<file path="src/rtl/axi4_ar_rr_arbiter_if.sv">
// Signal bundle for the two-master AXI4 read arbiter: two requester-side AR/R ports
// and one shared downstream AR/R port. The arbiter uses "slave"; the environment uses "master".
interface axi4_ar_rr_arbiter_if #(
  parameter int ID_WIDTH   = 4,
  parameter int ADDR_WIDTH = 64,
  parameter int DATA_WIDTH = 512,
  parameter int USER_WIDTH = 1,
  parameter int SB_WIDTH   = 16 + USER_WIDTH
);

  logic [1:0]              s_arvalid;
  logic [1:0]              s_arready;
  logic [2*ID_WIDTH-1:0]   s_arid;
  logic [2*ADDR_WIDTH-1:0] s_araddr;
  logic [2*8-1:0]          s_arlen;
  logic [2*3-1:0]          s_arsize;
  logic [2*2-1:0]          s_arburst;
  logic [2*SB_WIDTH-1:0]   s_arsb;

  logic [1:0]              s_rvalid;
  logic [1:0]              s_rready;
  logic [ID_WIDTH-1:0]     s_rid;
  logic [DATA_WIDTH-1:0]   s_rdata;
  logic [1:0]              s_rresp;
  logic                    s_rlast;

  logic                    m_arvalid;
  logic                    m_arready;
  logic [ID_WIDTH:0]       m_arid;
  logic [ADDR_WIDTH-1:0]   m_araddr;
  logic [7:0]              m_arlen;
  logic [2:0]              m_arsize;
  logic [1:0]              m_arburst;
  logic [SB_WIDTH-1:0]     m_arsb;

  logic                    m_rvalid;
  logic                    m_rready;
  logic [ID_WIDTH:0]       m_rid;
  logic [DATA_WIDTH-1:0]   m_rdata;
  logic [1:0]              m_rresp;
  logic                    m_rlast;

  modport slave (
    input  s_arvalid, s_arid, s_araddr, s_arlen, s_arsize, s_arburst, s_arsb,
    output s_arready,
    output s_rvalid, s_rid, s_rdata, s_rresp, s_rlast,
    input  s_rready,
    output m_arvalid, m_arid, m_araddr, m_arlen, m_arsize, m_arburst, m_arsb,
    input  m_arready,
    input  m_rvalid, m_rid, m_rdata, m_rresp, m_rlast,
    output m_rready
  );

  modport master (
    output s_arvalid, s_arid, s_araddr, s_arlen, s_arsize, s_arburst, s_arsb,
    input  s_arready,
    input  s_rvalid, s_rid, s_rdata, s_rresp, s_rlast,
    output s_rready,
    input  m_arvalid, m_arid, m_araddr, m_arlen, m_arsize, m_arburst, m_arsb,
    output m_arready,
    output m_rvalid, m_rid, m_rdata, m_rresp, m_rlast,
    input  m_rready
  );

endinterface

</file>
<file path="src/rtl/axi4_ar_rr_arbiter.sv">
// Round-robin arbiter sharing one AXI4 read path between two masters. AR grants are held
// until the downstream handshake; R beats route back by the extended-ID MSB.
module axi4_ar_rr_arbiter #(
  parameter int ID_WIDTH        = 4,
  parameter int ADDR_WIDTH      = 64,
  parameter int DATA_WIDTH      = 512,
  parameter int USER_WIDTH      = 1,
  parameter int SB_WIDTH        = 16 + USER_WIDTH,
  parameter int MAX_OUTSTANDING = 8
) (
  input  logic                  aclk,
  input  logic                  areset,
  axi4_ar_rr_arbiter_if.slave   bus,
  output logic                  err_unexp_r
);

  localparam int               CNT_W   = $clog2(MAX_OUTSTANDING + 1);
  localparam logic [CNT_W-1:0] CNT_MAX = CNT_W'(MAX_OUTSTANDING);
  localparam logic [CNT_W-1:0] CNT_ONE = CNT_W'(1);

  localparam logic [0:0] ST_IDLE  = 1'b0;
  localparam logic [0:0] ST_GRANT = 1'b1;

  logic [0:0]            state;
  logic [0:0]            state_nxt;
  logic                  gnt;
  logic                  gnt_nxt;
  logic                  rr_ptr;
  logic [CNT_W-1:0]      cnt [2];
  logic [1:0]            eligible;
  logic [1:0]            cnt_inc;
  logic [1:0]            cnt_dec;

  logic                  m_arvalid;
  logic                  ar_hs;
  logic                  r_own;
  logic                  r_hs;
  logic                  r_last_hs;
  logic                  r_unexp;

  logic [ID_WIDTH-1:0]   sel_arid;
  logic [ADDR_WIDTH-1:0] sel_araddr;
  logic [7:0]            sel_arlen;
  logic [2:0]            sel_arsize;
  logic [1:0]            sel_arburst;
  logic [SB_WIDTH-1:0]   sel_arsb;
  logic [DATA_WIDTH-1:0] r_data;

  // A master already at its outstanding cap sits out arbitration; its R path is unaffected.
  assign eligible[0] = bus.s_arvalid[0] && (cnt[0] < CNT_MAX);
  assign eligible[1] = bus.s_arvalid[1] && (cnt[1] < CNT_MAX);

  assign m_arvalid = (state == ST_GRANT);
  assign ar_hs     = m_arvalid && bus.m_arready;

  always_comb begin
    state_nxt = state;
    gnt_nxt   = gnt;
    case (state)
      ST_IDLE: begin
        if (|eligible) begin
          state_nxt = ST_GRANT;
          gnt_nxt   = (&eligible) ? rr_ptr : eligible[1];
        end
      end
      ST_GRANT: begin
        if (ar_hs) begin
          state_nxt = ST_IDLE;
        end
      end
      default: begin
        state_nxt = ST_IDLE;
      end
    endcase
  end

  always_ff @(posedge aclk or posedge areset) begin
    if (areset) begin
      state  <= ST_IDLE;
      gnt    <= 1'b0;
      rr_ptr <= 1'b0;
    end else begin
      state <= state_nxt;
      gnt   <= gnt_nxt;
      if (ar_hs) begin
        rr_ptr <= ~gnt;
      end
    end
  end

  // The grant is registered, so the AR mux below is stable for the whole GRANT state.
  always_comb begin
    if (gnt) begin
      sel_arid    = bus.s_arid[2*ID_WIDTH-1:ID_WIDTH];
      sel_araddr  = bus.s_araddr[2*ADDR_WIDTH-1:ADDR_WIDTH];
      sel_arlen   = bus.s_arlen[15:8];
      sel_arsize  = bus.s_arsize[5:3];
      sel_arburst = bus.s_arburst[3:2];
      sel_arsb    = bus.s_arsb[2*SB_WIDTH-1:SB_WIDTH];
    end else begin
      sel_arid    = bus.s_arid[ID_WIDTH-1:0];
      sel_araddr  = bus.s_araddr[ADDR_WIDTH-1:0];
      sel_arlen   = bus.s_arlen[7:0];
      sel_arsize  = bus.s_arsize[2:0];
      sel_arburst = bus.s_arburst[1:0];
      sel_arsb    = bus.s_arsb[SB_WIDTH-1:0];
    end
  end

  assign bus.m_arvalid = m_arvalid;
  assign bus.m_arid    = {gnt, sel_arid};
  assign bus.m_araddr  = sel_araddr;
  assign bus.m_arlen   = sel_arlen;
  assign bus.m_arsize  = sel_arsize;
  assign bus.m_arburst = sel_arburst;
  assign bus.m_arsb    = sel_arsb;
  assign bus.s_arready = m_arvalid ? {gnt & bus.m_arready, ~gnt & bus.m_arready} : 2'b00;

  // R routing is purely combinational; the owner comes from the ID bit added on the AR side.
  assign r_own     = bus.m_rid[ID_WIDTH];
  assign r_data    = bus.m_rdata;
  assign r_hs      = bus.m_rvalid && bus.m_rready;
  assign r_last_hs = r_hs && bus.m_rlast;
  assign r_unexp   = r_hs && (cnt[r_own] == '0);

  assign bus.s_rvalid = areset ? 2'b00 : {r_own & bus.m_rvalid, ~r_own & bus.m_rvalid};
  assign bus.m_rready = ~areset & bus.s_rready[r_own];
  assign bus.s_rid    = bus.m_rid[ID_WIDTH-1:0];
  assign bus.s_rdata  = r_data;
  assign bus.s_rresp  = bus.m_rresp;
  assign bus.s_rlast  = bus.m_rlast;

  // A last beat to a master with nothing outstanding does not decrement (saturate at 0).
  assign cnt_inc[0] = ar_hs && !gnt;
  assign cnt_inc[1] = ar_hs && gnt;
  assign cnt_dec[0] = r_last_hs && !r_own && (cnt[0] != '0);
  assign cnt_dec[1] = r_last_hs && r_own && (cnt[1] != '0);

  always_ff @(posedge aclk or posedge areset) begin
    if (areset) begin
      cnt[0] <= '0;
      cnt[1] <= '0;
    end else begin
      for (int i = 0; i < 2; i++) begin
        if (cnt_inc[i] && !cnt_dec[i]) begin
          cnt[i] <= cnt[i] + CNT_ONE;
        end else if (cnt_dec[i] && !cnt_inc[i]) begin
          cnt[i] <= cnt[i] - CNT_ONE;
        end
      end
    end
  end

  always_ff @(posedge aclk or posedge areset) begin
    if (areset) begin
      err_unexp_r <= 1'b0;
    end else begin
      err_unexp_r <= r_unexp;
    end
  end

  a_grant_held: assert property (@(posedge aclk) disable iff (areset)
    (m_arvalid && !bus.m_arready) |=> (m_arvalid && $stable(gnt)));

  a_cnt_bound: assert property (@(posedge aclk) disable iff (areset)
    (cnt[0] <= CNT_MAX) && (cnt[1] <= CNT_MAX));

  a_rvalid_onehot: assert property (@(posedge aclk) disable iff (areset)
    $onehot0(bus.s_rvalid));

endmodule

</file>
<file path="src/flat_wrapper.sv">
// flat-port wrapper written by rule: the top's interface ports become plain ports
module axi4_ar_rr_arbiter_flat 
#(
  parameter int ID_WIDTH        = 4,
  parameter int ADDR_WIDTH      = 64,
  parameter int DATA_WIDTH      = 512,
  parameter int USER_WIDTH      = 1,
  parameter int SB_WIDTH        = 16 + USER_WIDTH,
  parameter int MAX_OUTSTANDING = 8
)
  (aclk, areset, err_unexp_r, bus_s_arvalid, bus_s_arid, bus_s_araddr, bus_s_arlen, bus_s_arsize, bus_s_arburst, bus_s_arsb, bus_s_arready, bus_s_rvalid, bus_s_rid, bus_s_rdata, bus_s_rresp, bus_s_rlast, bus_s_rready, bus_m_arvalid, bus_m_arid, bus_m_araddr, bus_m_arlen, bus_m_arsize, bus_m_arburst, bus_m_arsb, bus_m_arready, bus_m_rvalid, bus_m_rid, bus_m_rdata, bus_m_rresp, bus_m_rlast, bus_m_rready);
  axi4_ar_rr_arbiter_if #(.ID_WIDTH(ID_WIDTH), .ADDR_WIDTH(ADDR_WIDTH), .DATA_WIDTH(DATA_WIDTH), .USER_WIDTH(USER_WIDTH), .SB_WIDTH(SB_WIDTH)) bus_i ();
  input  logic aclk;
  input  logic areset;
  output logic err_unexp_r;
  input wire logic [$bits(bus_i.s_arvalid)-1:0] bus_s_arvalid;
  input wire logic [$bits(bus_i.s_arid)-1:0] bus_s_arid;
  input wire logic [$bits(bus_i.s_araddr)-1:0] bus_s_araddr;
  input wire logic [$bits(bus_i.s_arlen)-1:0] bus_s_arlen;
  input wire logic [$bits(bus_i.s_arsize)-1:0] bus_s_arsize;
  input wire logic [$bits(bus_i.s_arburst)-1:0] bus_s_arburst;
  input wire logic [$bits(bus_i.s_arsb)-1:0] bus_s_arsb;
  output wire logic [$bits(bus_i.s_arready)-1:0] bus_s_arready;
  output wire logic [$bits(bus_i.s_rvalid)-1:0] bus_s_rvalid;
  output wire logic [$bits(bus_i.s_rid)-1:0] bus_s_rid;
  output wire logic [$bits(bus_i.s_rdata)-1:0] bus_s_rdata;
  output wire logic [$bits(bus_i.s_rresp)-1:0] bus_s_rresp;
  output wire logic [$bits(bus_i.s_rlast)-1:0] bus_s_rlast;
  input wire logic [$bits(bus_i.s_rready)-1:0] bus_s_rready;
  output wire logic [$bits(bus_i.m_arvalid)-1:0] bus_m_arvalid;
  output wire logic [$bits(bus_i.m_arid)-1:0] bus_m_arid;
  output wire logic [$bits(bus_i.m_araddr)-1:0] bus_m_araddr;
  output wire logic [$bits(bus_i.m_arlen)-1:0] bus_m_arlen;
  output wire logic [$bits(bus_i.m_arsize)-1:0] bus_m_arsize;
  output wire logic [$bits(bus_i.m_arburst)-1:0] bus_m_arburst;
  output wire logic [$bits(bus_i.m_arsb)-1:0] bus_m_arsb;
  input wire logic [$bits(bus_i.m_arready)-1:0] bus_m_arready;
  input wire logic [$bits(bus_i.m_rvalid)-1:0] bus_m_rvalid;
  input wire logic [$bits(bus_i.m_rid)-1:0] bus_m_rid;
  input wire logic [$bits(bus_i.m_rdata)-1:0] bus_m_rdata;
  input wire logic [$bits(bus_i.m_rresp)-1:0] bus_m_rresp;
  input wire logic [$bits(bus_i.m_rlast)-1:0] bus_m_rlast;
  output wire logic [$bits(bus_i.m_rready)-1:0] bus_m_rready;
  assign bus_i.s_arvalid = bus_s_arvalid;
  assign bus_i.s_arid = bus_s_arid;
  assign bus_i.s_araddr = bus_s_araddr;
  assign bus_i.s_arlen = bus_s_arlen;
  assign bus_i.s_arsize = bus_s_arsize;
  assign bus_i.s_arburst = bus_s_arburst;
  assign bus_i.s_arsb = bus_s_arsb;
  assign bus_s_arready = bus_i.s_arready;
  assign bus_s_rvalid = bus_i.s_rvalid;
  assign bus_s_rid = bus_i.s_rid;
  assign bus_s_rdata = bus_i.s_rdata;
  assign bus_s_rresp = bus_i.s_rresp;
  assign bus_s_rlast = bus_i.s_rlast;
  assign bus_i.s_rready = bus_s_rready;
  assign bus_m_arvalid = bus_i.m_arvalid;
  assign bus_m_arid = bus_i.m_arid;
  assign bus_m_araddr = bus_i.m_araddr;
  assign bus_m_arlen = bus_i.m_arlen;
  assign bus_m_arsize = bus_i.m_arsize;
  assign bus_m_arburst = bus_i.m_arburst;
  assign bus_m_arsb = bus_i.m_arsb;
  assign bus_i.m_arready = bus_m_arready;
  assign bus_i.m_rvalid = bus_m_rvalid;
  assign bus_i.m_rid = bus_m_rid;
  assign bus_i.m_rdata = bus_m_rdata;
  assign bus_i.m_rresp = bus_m_rresp;
  assign bus_i.m_rlast = bus_m_rlast;
  assign bus_m_rready = bus_i.m_rready;
  axi4_ar_rr_arbiter #(.ID_WIDTH(ID_WIDTH), .ADDR_WIDTH(ADDR_WIDTH), .DATA_WIDTH(DATA_WIDTH), .USER_WIDTH(USER_WIDTH), .SB_WIDTH(SB_WIDTH), .MAX_OUTSTANDING(MAX_OUTSTANDING)) u_core (.aclk(aclk), .areset(areset), .bus(bus_i), .err_unexp_r(err_unexp_r));
endmodule
</file>
<file path="config.mk">
export PLATFORM = sky130hd
export DESIGN_NAME = axi4_ar_rr_arbiter_flat
export DESIGN_NICKNAME = d
export VERILOG_FILES = /design/src/rtl/axi4_ar_rr_arbiter_if.sv /design/src/rtl/axi4_ar_rr_arbiter.sv /design/src/flat_wrapper.sv
export SDC_FILE = /design/constraint.sdc
export NUM_CORES = 1
export LEC_CHECK = 0
export BUFFER_PORTS_ARGS = -buffer_cell sky130_fd_sc_hd__buf_2
export CAP_MARGIN = 25
export CORE_AREA = 10 10 523 525
export DETAILED_ROUTE_END_ITERATION = 10
export DIE_AREA = 0 0 533 535
export PLACE_DENSITY = 0.3
export SKIP_CTS_REPAIR_TIMING = 1
export SYNTH_ARGS = -nofsm -noshare
export SYNTH_HDL_FRONTEND = slang
export SYNTH_SLANG_ARGS = --single-unit
</file>
<file path="constraint.sdc">
create_clock -name aclk -period 2.6 [get_ports aclk]
set_input_delay 0 -clock aclk [delete_from_list [all_inputs] [get_ports aclk]]
set_output_delay 0 -clock aclk [all_outputs]
set_load 0.01 [all_outputs]
</file>
Word level (Yosys, flattened, before mapping)
Cells that the tools add are included. Widths: inputs -> output; s select.

Add/sub/neg operators: 4. $mul: 0. Div/mod/pow operators: 0. $lt $le $gt $ge: 4. Equal/unequal tests: 0. Shifts and indexed selects: 0. Multiplexer cells: 21. Bitwise operators: 10. Reduce and logical (&&, ||, !) cells: 30.

Operator list (number): $mux 64 (1); $mux 4 (8); $mux 17 (1); $logic_and 1x1->1 (16); $add 4x1->4 const B (2); $lt 4x4->1 const B (2); $mux 8 (1); $reduce_bool 4->1 (2); $sub 4x1->4 const B (2); $logic_not 1->1 (6); $mux 2 (3); $and 1x1->1 (5); $mux 1 (5); $logic_not 4->1 (1); $not 1->1 (4); $reduce_and 2->1 (2); $reduce_bool 2->1 (2); $mux 3 (1); $ge 2x2->1 const B (1); $lt 1x2->1 const B (1); $not 1->2 (1); $pmux 1 s2 (1); $reduce_or 2->1 (1).

Register bits: 12. Latch bits: 0. Memory bits (writable): 0. ROM bits: 0. Input bits: 724. Output and inout bits: 625. Word-level logic and storage cells: 75. Memories kept: 0.

Depth between registers and ports, before layout
Depth after elaboration: 10. Mapped depth: 10. Mapped depth without buffers: 9.

Worst setup path before layout
Ideal clock, no wire load.

Kind: flip-flop to flip-flop. Start: register u_core.cnt[3] (netlist name). End: register u_core.cnt[3] (netlist name). Library setup time: 0.137 ns. Data arrival time: 2.281 ns. Required time: 2.463 ns. Slack: 0.182 ns. Cell stages (with the launch flop): 9. Path buffers: 0. Clock period less this slack: 2.418 ns. Cells stage by stage: dfrtp_1 > or4_1 > nand4_1 > ha_1 > inv_1 > ha_1 > or4_1 > nand3_1 > o221ai_1.

Longest elaborated chain between the ends: 5. Elaborated cells on any way between the ends: 10. Classes of those cells: 2 x add/sub; 2 x mux; 6 x reduce/logical.

RTL lines: from (decl) (line axi4_ar_rr_arbiter.sv:29) `logic [CNT_W-1:0] cnt [2];`; from (signal, indexed assignment) (line axi4_ar_rr_arbiter.sv:146) `cnt[i] <= cnt[i] + CNT_ONE;`; from (signal, indexed assignment) (line axi4_ar_rr_arbiter.sv:148) `cnt[i] <= cnt[i] - CNT_ONE;`; branches (longest 5 deep; another with $sub 4x1->4).

Several ways; the timed one is not identified. The select of a mux whose other input is x is not followed. A chain may end at the register's enable or synchronous reset.

Final worst setup path
Start: register u_core.cnt[1] (netlist name). End: register u_core.cnt[3] (netlist name).

The elaborated chain is that of the path after synthesis.

==> flow_summary.ini <==
[status]
status = completed

[grt]
grtUsageTotal_pct = 10.4
grt_max_degree = 104
gr-total-overflow = 0
antenna_found_initial = 56
grt_first_pass_wirelength_um = 169000
first_global_vias = 4541

[synthesis]
syn_inst = 718
yosys-top-cells-count = buf_4 (520), mux2_2 (100), dfrtp_1 (12), buf_2 (11)
syn-num-nets = 1450
synth_top_area_cell = buf_4
async_flop_share_pct = 100
yosysMostFrequentCell = buf_4
yosys_warnings = 0
synthTopCellsByArea = buf_4 (66%), mux2_2 (19%), dfrtp_1 (5.1%)
ys_types = 29
synth_top_area_share_pct = 66.0
synth-edff-count = 0
ys_seq_area_share_pct = 5.08
ys_ff_latch = 12
synth_top_flop_cell = dfrtp_1
synth_area_um2 = 5910
synth_area_per_cell_um2 = 8.23

[finish]
nFillCells = 31600
fin_nets = 1242
drive_gt1_share_pct = 83.5
area_growth_pct = 38.1
instances_no_fill = 4067

[timing]
relSlewSlack_pct = 36.7
hold_viol = 0
worst_pin_slew_ns = 0.949
fin_skew_ns = 0.00323
fin_crit_sh_pct = 94.2
final_max_slew_viol_count = 0
fmax_mhz = 408
fin_crit_ns = 2.45
fin_hold_ws_ns = 0.00000282
grt_setup_unrepaired = false
finalSetupViolCount = 0
tns_ns = 0

[die]
ioPinCount = 1349
rows = 189
die-area_um2 = 285000
initial_core_util_pct = 2.24
coreArea_um2 = 263000
die-height_um = 535
die_w_um = 533

[clock_tree]
htreeDepth = 1
clockRootBuffer = clkbuf_16
cts_buffer_depth = 2
clock-sinks = 12
clock_latency_ns = 0.24
cts_tree = yes
clk_pin_slew_worst_paths_ns = 0.05
numCtsBuffers = 3

[placement]
numPortBuffers = 312
hpwlAfterDp_um = 153000
place_inst = 4037
gp_congestion = 0.776

[detailed_routing]
firstDrtPassIters = 4
num_vias = 4394
drt-initial-drc-count = 260
detail-route-antenna-nets = 0
wirelength_um = 157000
route.detailed.drc = 0
drt-wirelength-per-cell_um = 38.7
viasPerCell = 1.08

[pwr]
p_per_area_nw_per_um2 = 502
switching_share_pct = 59.2
clkPwrFrac_pct = 8.0
power_uw = 4090
seqPwrFrac_pct = 9.0
leakage_uw = 0.00209
pwr-share-comb_pct = 83.0
p_switching_uw = 2420
intPower_uw = 1670
ir_worst_vdd_v = 0.000565

[flow_run]
drv_cap = 0

[worst_setup_path]
crit_type = register to register
cp_max_fo = 4
slowest_stage = or4_1
crit_arrival_ns = 2.57
critPathLaunchType = register
path_delay_family = simple AND/OR/NAND/NOR gates
worst-path-buf-inv = 1
end_kind = register
path_cells = or4_1 > nand4_1 > ha_1 > inv_1 > ha_1 > or4_1 > nand3_1 > o221ai_1
required_ns = 2.72
slowest_delay_ns = 0.58

[min_path]
min_path_type = input port to output pin
==> registers in the layout, indices dropped and copies added (netlist names) <==
name / count
u_core.bus.m_arvalid: 1
u_core.cnt: 8
u_core.err_unexp_r: 1
u_core.gnt: 1
u_core.rr_ptr: 1
==> power by group through the flow <==
stage | sequential, uW | combinational [uW] | clock, uW
2_1_floorplan | 348 | 2230 | 0
3_3_place_gp | 364 | 3540 | 0
3_5_place_dp | 369 | 3570 | 0
4_1_cts | 367 | 3580 | 332
5_1_grt | 384 | 3650 | 340
6_report | 367 | 3400 | 329
==> cell usage in the layout, fill, tap and decap left out, types with 4 or more instances in the layout <==
cell type,instances
nand3b_1,4
mux2_2,100
or4_1,4
buf_4,7
buf_2,312
and3_1,4
or3_1,6
inv_1,4
diode_2,25
ha_1,6
dfrtp_1,11
nand2_1,5
a21oi_1,4
xnor2_1,4
nor2_1,6
==> logic make-up (layout without fill, tap and decap cells) <==
| kind of cell | count (synthesis) | in the layout | share of synthesized area, % |
|---|---|---|---|
| AO/OA/AOI/OAI | 16 | 16 | 1.86 |
| other | 0 | 25 | 0 |
| multiplexers | 102 | 102 | 19.4 |
| flip-flops | 12 | 12 | 5.08 |
| XOR/XNOR | 4 | 4 | 0.593 |
| adder cells (fa/ha/maj) | 8 | 8 | 1.95 |
| buffers and inverters | 538 | 329 | 67.4 |
| AND/OR/NAND/NOR | 38 | 38 | 3.70 |
==> per-stage QoR <==
step	util, %	worst slack, ns	area (um2)
after global routing	3.08	0.00470	8110
after CTS	3.07	0.145	8090
after detailed placement	3.04	0.156	8000
final	3.10	0.150	8160
after global placement	3.04	0.164	8000
after floorplan	-	0.182	5910
==> routing by layer <==
| layer | track usage, % | part of all wire (%) | vias to the layer above |
|---|---|---|---|
| li1 | - | - | 1396 |
| met1 | 4.73 | 16 | 1560 |
| met2 | 14.6 | 39 | 1170 |
| met3 | 20.7 | 42 | 246 |
| met4 | 2.22 | 3.2 | 22 |
| met5 | 0.167 | 0.13 | - |
==> area by class of cell <==
cell class              count  area (um2)  share of cell area, %
diodes                     25        62.6                  0.767
inverters                   4        15.0                  0.184
repair buffers            321        1640                   20.1
well taps                3533        4420                   54.2
multi-input cells         168        1630                   19.9
clock buffers               4        88.8                   1.09
flip-flops and latches     12         304                   3.73
==> final timing paths <==
kind	start	to	slack (ns)	cells after the start
worst min-delay path	bus_m_rdata[228]	bus_s_rdata[228]	0.000003	0
worst max register to register	u_core.cnt[1]$_DFFE_PP0P_	u_core.cnt[3]$_DFFE_PP0P_	0.15	8
min in group asynchronous	areset	u_core.cnt[2]$_DFFE_PP0P_	0.34	4
max in group asynchronous	areset	u_core.gnt$_DFFE_PP0P_	2.06	4
worst max-delay path	u_core.cnt[1]$_DFFE_PP0P_	u_core.cnt[3]$_DFFE_PP0P_	0.15	8
worst min register to register	u_core.rr_ptr$_DFFE_PP0N_	u_core.rr_ptr$_DFFE_PP0N_	0.50	2
Power figures use the tool's default switching activity.
